$ cat config.mk
export PLATFORM = sky130hd
export DESIGN_NAME = seq_restoring_divider
export DESIGN_NICKNAME = d
export VERILOG_FILES = /design/src/rtl/seq_restoring_divider.sv
export SDC_FILE = /design/constraint.sdc
export NUM_CORES = 1
export LEC_CHECK = 0
export BUFFER_PORTS_ARGS = -buffer_cell sky130_fd_sc_hd__buf_2
export CORE_MARGIN = 2
export CORE_UTILIZATION = 32
export DETAILED_ROUTE_END_ITERATION = 10
export PLACE_DENSITY = 0.46
export SLEW_MARGIN = 0
export SYNTH_ARGS = -nofsm -noshare
export SYNTH_HDL_FRONTEND = slang
export SYNTH_SLANG_ARGS = --single-unit
$ cat constraint.sdc
create_clock -name clk -period 4.2 [get_ports clk]
set_input_delay 0.42 -clock clk [delete_from_list [all_inputs] [get_ports clk]]
set_output_delay 0.42 -clock clk [all_outputs]
set_load 0.005 [all_outputs]
$ cat src/rtl/seq_restoring_divider.sv
// Multi-cycle restoring shift-subtract divider: one quotient bit per cycle, WIDTH+1 cycle latency.
// Optional two's-complement mode is compiled in with the SIGNED_DIV_EN macro.
module seq_restoring_divider #(
  parameter int unsigned WIDTH = 32,
  parameter int unsigned CNT_W = $clog2(WIDTH + 1)
) (
  input  logic             clk,
  input  logic             rst_n,
  input  logic             start,
  input  logic             signed_op,
  input  logic [WIDTH-1:0] dividend,
  input  logic [WIDTH-1:0] divisor,
  output logic             ready,
  output logic             busy,
  output logic             done,
  output logic [WIDTH-1:0] quotient,
  output logic [WIDTH-1:0] remainder,
  output logic             div_by_zero
);

  localparam logic [1:0] ST_IDLE = 2'd0;
  localparam logic [1:0] ST_RUN  = 2'd1;
  localparam logic [1:0] ST_DONE = 2'd2;

  logic [1:0]       state_q;
  logic [CNT_W-1:0] cnt_q;
  // The MSB of the partial remainder is always zero after a (restored) step, so only the low
  // WIDTH bits are held; the trial subtraction below is still WIDTH+1 bits wide.
  logic [WIDTH-1:0] rem_q;
  logic [WIDTH-1:0] quo_q;
  logic [WIDTH-1:0] dvsr_q;
  logic             neg_quo_q;
  logic             neg_rem_q;

  logic             accept;
  logic             a_neg;
  logic             b_neg;
  logic [WIDTH-1:0] a_mag;
  logic [WIDTH-1:0] b_mag;
  logic [WIDTH:0]   shifted;
  logic [WIDTH:0]   trial;
  logic [WIDTH-1:0] rem_step;
  logic [WIDTH-1:0] quo_step;
  logic [WIDTH-1:0] quo_final;
  logic [WIDTH-1:0] rem_final;

  assign ready  = (state_q != ST_RUN);
  assign busy   = (state_q == ST_RUN);
  assign done   = (state_q == ST_DONE);
  assign accept = start && ready;

`ifdef SIGNED_DIV_EN
  assign a_neg = signed_op & dividend[WIDTH-1];
  assign b_neg = signed_op & divisor[WIDTH-1];
`else
  logic unused_signed_op;
  assign unused_signed_op = signed_op;
  assign a_neg = 1'b0;
  assign b_neg = 1'b0;
`endif

  assign a_mag = a_neg ? (~dividend + 1'b1) : dividend;
  assign b_mag = b_neg ? (~divisor + 1'b1) : divisor;

  always_comb begin
    shifted  = {rem_q, quo_q[WIDTH-1]};
    trial    = shifted - {1'b0, dvsr_q};
    rem_step = shifted[WIDTH-1:0];
    if (!trial[WIDTH]) begin
      rem_step = trial[WIDTH-1:0];
    end
    quo_step  = {quo_q[WIDTH-2:0], ~trial[WIDTH]};
    // Sign fix-up folded into the DONE-entry edge; MIN/-1 wraps back to MIN naturally.
    quo_final = neg_quo_q ? (~quo_step + 1'b1) : quo_step;
    rem_final = neg_rem_q ? (~rem_step + 1'b1) : rem_step;
  end

  always_ff @(posedge clk or negedge rst_n) begin
    if (!rst_n) begin
      state_q     <= ST_IDLE;
      cnt_q       <= '0;
      rem_q       <= '0;
      quo_q       <= '0;
      dvsr_q      <= '0;
      neg_quo_q   <= 1'b0;
      neg_rem_q   <= 1'b0;
      quotient    <= '0;
      remainder   <= '0;
      div_by_zero <= 1'b0;
    end else if (accept) begin
      cnt_q     <= '0;
      rem_q     <= '0;
      quo_q     <= a_mag;
      dvsr_q    <= b_mag;
      neg_quo_q <= a_neg ^ b_neg;
      neg_rem_q <= a_neg;
      if (divisor == '0) begin
        state_q     <= ST_DONE;
        quotient    <= '1;
        remainder   <= dividend;
        div_by_zero <= 1'b1;
      end else begin
        state_q     <= ST_RUN;
        div_by_zero <= 1'b0;
      end
    end else begin
      case (state_q)
        ST_RUN: begin
          rem_q <= rem_step;
          quo_q <= quo_step;
          cnt_q <= cnt_q + CNT_W'(1);
          if (cnt_q == CNT_W'(WIDTH - 1)) begin
            state_q   <= ST_DONE;
            quotient  <= quo_final;
            remainder <= rem_final;
          end
        end
        ST_DONE: state_q <= ST_IDLE;
        default: state_q <= ST_IDLE;
      endcase
    end
  end

endmodule

==> impl_metrics.json <==
{
  "crit_type": "reg -> reg",
  "use_met1": 0.249,
  "p_per_area_nw_per_um2": 899,
  "drt.antenna.violating_nets": 0,
  "synth_common_cells": "dfrtp_1 (169), nand2_1 (160), o21ai_0 (149)",
  "grt_util_met2": 0.307,
  "core_um2": 28500,
  "critical_path.max_fanout": 31,
  "intPower_mw": 5.39,
  "route.detailed.drc": 0,
  "slew_violations": 0,
  "required_ps": 4550,
  "stdcell_area_um2": 10800,
  "place_area_um2": 10300,
  "path_depth": 13,
  "cts_buffer_depth": 2,
  "clk_pin_slew_ps": 80,
  "synth_area_um2": 9230,
  "grt-ovfl-total": 0,
  "dieArea_um2": 30200,
  "synth-edff-count": 0,
  "syn-num-nets": 1145,
  "ys_types": 62,
  "cp_data_arrival_time_ps": 3830,
  "crit_family": "compound AO/OA/AOI/OAI gates",
  "pwr-share-clk": 0.161,
  "power_frac_seq": 0.299,
  "die_h_um": 174,
  "cap_violations": 0,
  "rrSetupSlack_ps": 710,
  "swShare": 0.447,
  "startpoint_type": "flop",
  "skew_ps": 16.9,
  "cts_max_level": 4,
  "leakage_nw": 5.03,
  "fp.dieW_um": 174,
  "netlist.area_leader.share": 0.458,
  "max_freq_mhz": 287,
  "cts-root-buf": "clkbuf_16",
  "start_util": 0.323,
  "place_inst": 1509,
  "synthTopCellsByArea": "dfrtp_1 (46%), o21ai_0 (8.1%), nand2_1 (6.5%), mux2i_1 (6.4%), ha_1 (4.5%)",
  "post_drt_wl_per_cell_um": 17.8,
  "cts_setup_buffers": 0,
  "cts.sinks": 169,
  "synth-seq-cells": 169,
  "ys_seq_area_frac": 0.458,
  "tns_ps": 0,
  "fin_util": 0.380,
  "grtUsageMet3": 0.0314,
  "syn2layout_area_growth_pct": 17.5,
  "endpoint_kind": "flop",
  "drive_gt1_frac": 0.168,
  "synth_largest_area_cell": "dfrtp_1",
  "syn_inst": 1043,
  "max-vdd-ir-drop_mv": 0.369,
  "hold_buffers": 0,
  "cts-buffers-inserted": 17,
  "worstSetupEndpoint": "rem_q[0]",
  "dp_hpwl_um": 19800,
  "grt_usage": 0.184,
  "via_per_inst": 5.04,
  "post-route-period-util": 0.830,
  "initialDrtViolationCount": 419,
  "cpMaxStageDelayCell": "fa_1",
  "tightestPinTransition_ps": 1110,
  "wirelength_um": 27400,
  "startpoint": "quo_q[31]",
  "grt_pass1_wl_um": 43800,
  "timing.slew.headroom": 0.259,
  "cp_cell_sequence": "inv_1 -> ha_1 -> fa_1 -> nand2b_1 -> a211oi_1 -> o211a_2 -> a21bo_2 -> nand4_2 -> and3_4 -> nor2_4 -> buf_12 -> mux2_1 -> o21ai_0",
  "grt_max_degree": 105,
  "cts_tree": "built",
  "synth_warnings": 0,
  "grt_pass1_vias": 7768,
  "nets": 1246,
  "gp_congestion": 0.828,
  "hold_viol_final": 0,
  "rr_endpoint": "rem_q[0]",
  "ys.flop_type": "dfrtp_1",
  "io_buffers": 134,
  "rsz0062_at_grt": "no",
  "critPathBufInv": 2,
  "ys_async_sr_fraction": 1.00,
  "min_period_ps": 3490,
  "yosysMostFrequentCell": "dfrtp_1",
  "run_status": "finished, final reports clean",
  "setup_viol": 0,
  "r2r-start": "quo_q[31]",
  "insertion_delay_ps": 440,
  "power.switching_mw": 4.36,
  "reg2reg_depth": 13,
  "routed-via-count": 7774,
  "drtPass1Iterations": 5,
  "syn-mean-instance-area_um2": 8.85,
  "fp-row-count": 62,
  "cpPeakStageDelay_ps": 410,
  "cts.repair.resized": 0,
  "min_path_type": "in -> async",
  "io_pins": 136,
  "finalNonFillerCells": 1541,
  "busiest_layer": "met2",
  "power.share.combinational": 0.540,
  "antenna_found_initial": 1,
  "finalPower_mw": 9.75
}
power groups by stage:
stage | clock (mW) | sequential [mW] | combinational (mW)
2_1_floorplan | 0 | 2.81 | 3.80
3_3_place_gp | 0 | 2.96 | 5.26
3_5_place_dp | 0 | 2.95 | 5.31
4_1_cts | 1.62 | 2.92 | 5.33
5_1_grt | 1.68 | 3.01 | 5.92
6_report | 1.57 | 2.91 | 5.27
routing by layer:
| layer | share of wire | routed length (µm) |
|---|---|---|
| met5 | 0 | 0 |
| met3 | 0.031 | 854 |
| met4 | 0.010 | 286 |
| met2 | 0.49 | 13400 |
| met1 | 0.47 | 12900 |
cell families (layout without fill, tap and decap cells):
logic type / Yosys count / count (layout) / share of synthesized area
and+or+nand+nor: 330 / 330 / 0.163
AOI/OAI and AO/OA: 313 / 313 / 0.192
adders and majority gates: 34 / 34 / 0.0469
xor gates and xnor gates: 28 / 28 / 0.0266
muxes: 61 / 61 / 0.0668
buffers and inverters: 108 / 221 / 0.0466
DFF: 169 / 169 / 0.458
other: 0 / 1 / 0
area by class of cell:
| class | count | area (µm²) |
|---|---|---|
| multi-input combinational | 766 | 4600 |
| inverter | 43 | 161 |
| timing repair buffer | 147 | 800 |
| antenna | 1 | 2.50 |
| fill | 3000 | 17700 |
| sequential | 169 | 4230 |
| tap | 384 | 480 |
| clock buffer | 17 | 425 |
| clock inverter | 14 | 153 |
flip-flops by register name, summed over array words and instances, names as in the netlist:
register     flops
cnt_q            6
div_by_zero      1
dvsr_q          32
quo_q           32
quotient        32
rem_q           32
remainder       32
state_q          2
placed cells by master, fill, tap and decap left out, types with 6 or more instances in the layout:
cell type,n
dfrtp_1,169
nand2_1,160
o21ai_0,149
buf_2,133
a21oi_1,65
mux2i_1,59
nor2_1,50
inv_1,41
nand3_1,35
ha_1,33
o21ai_1,26
or3_1,24
xnor2_1,20
a21o_1,18
clkbuf_16,17
and3_1,13
nor4_1,12
buf_4,11
a31oi_1,9
xor2_1,8
o21a_1,7
nor3_1,7
nor2b_1,6
inv_8,6
how the worst min path moves through the flow:
stage              endpoint  cells past startpoint        start
2_1_floorplan      cnt_q[0]                      0        rst_n
3_3_place_gp      dvsr_q[0]                      2    dvsr_q[0]
3_5_place_dp    quotient[5]                      2  quotient[5]
4_1_cts           quo_q[24]                      1        rst_n
5_1_grt        quotient[26]                      1        rst_n
6_report       quotient[26]                      1        rst_n
stage by stage:
| stage | hold slack [ps] | setup WS (ps) |
|---|---|---|
| floorplan | 124 | 1330 |
| global placement | 467 | 775 |
| detailed placement | 470 | 717 |
| CTS | 141 | 692 |
| global route | 177 | 456 |
| finish | 93.9 | 714 |
Note: power is estimated with default switching activity, not from simulation.
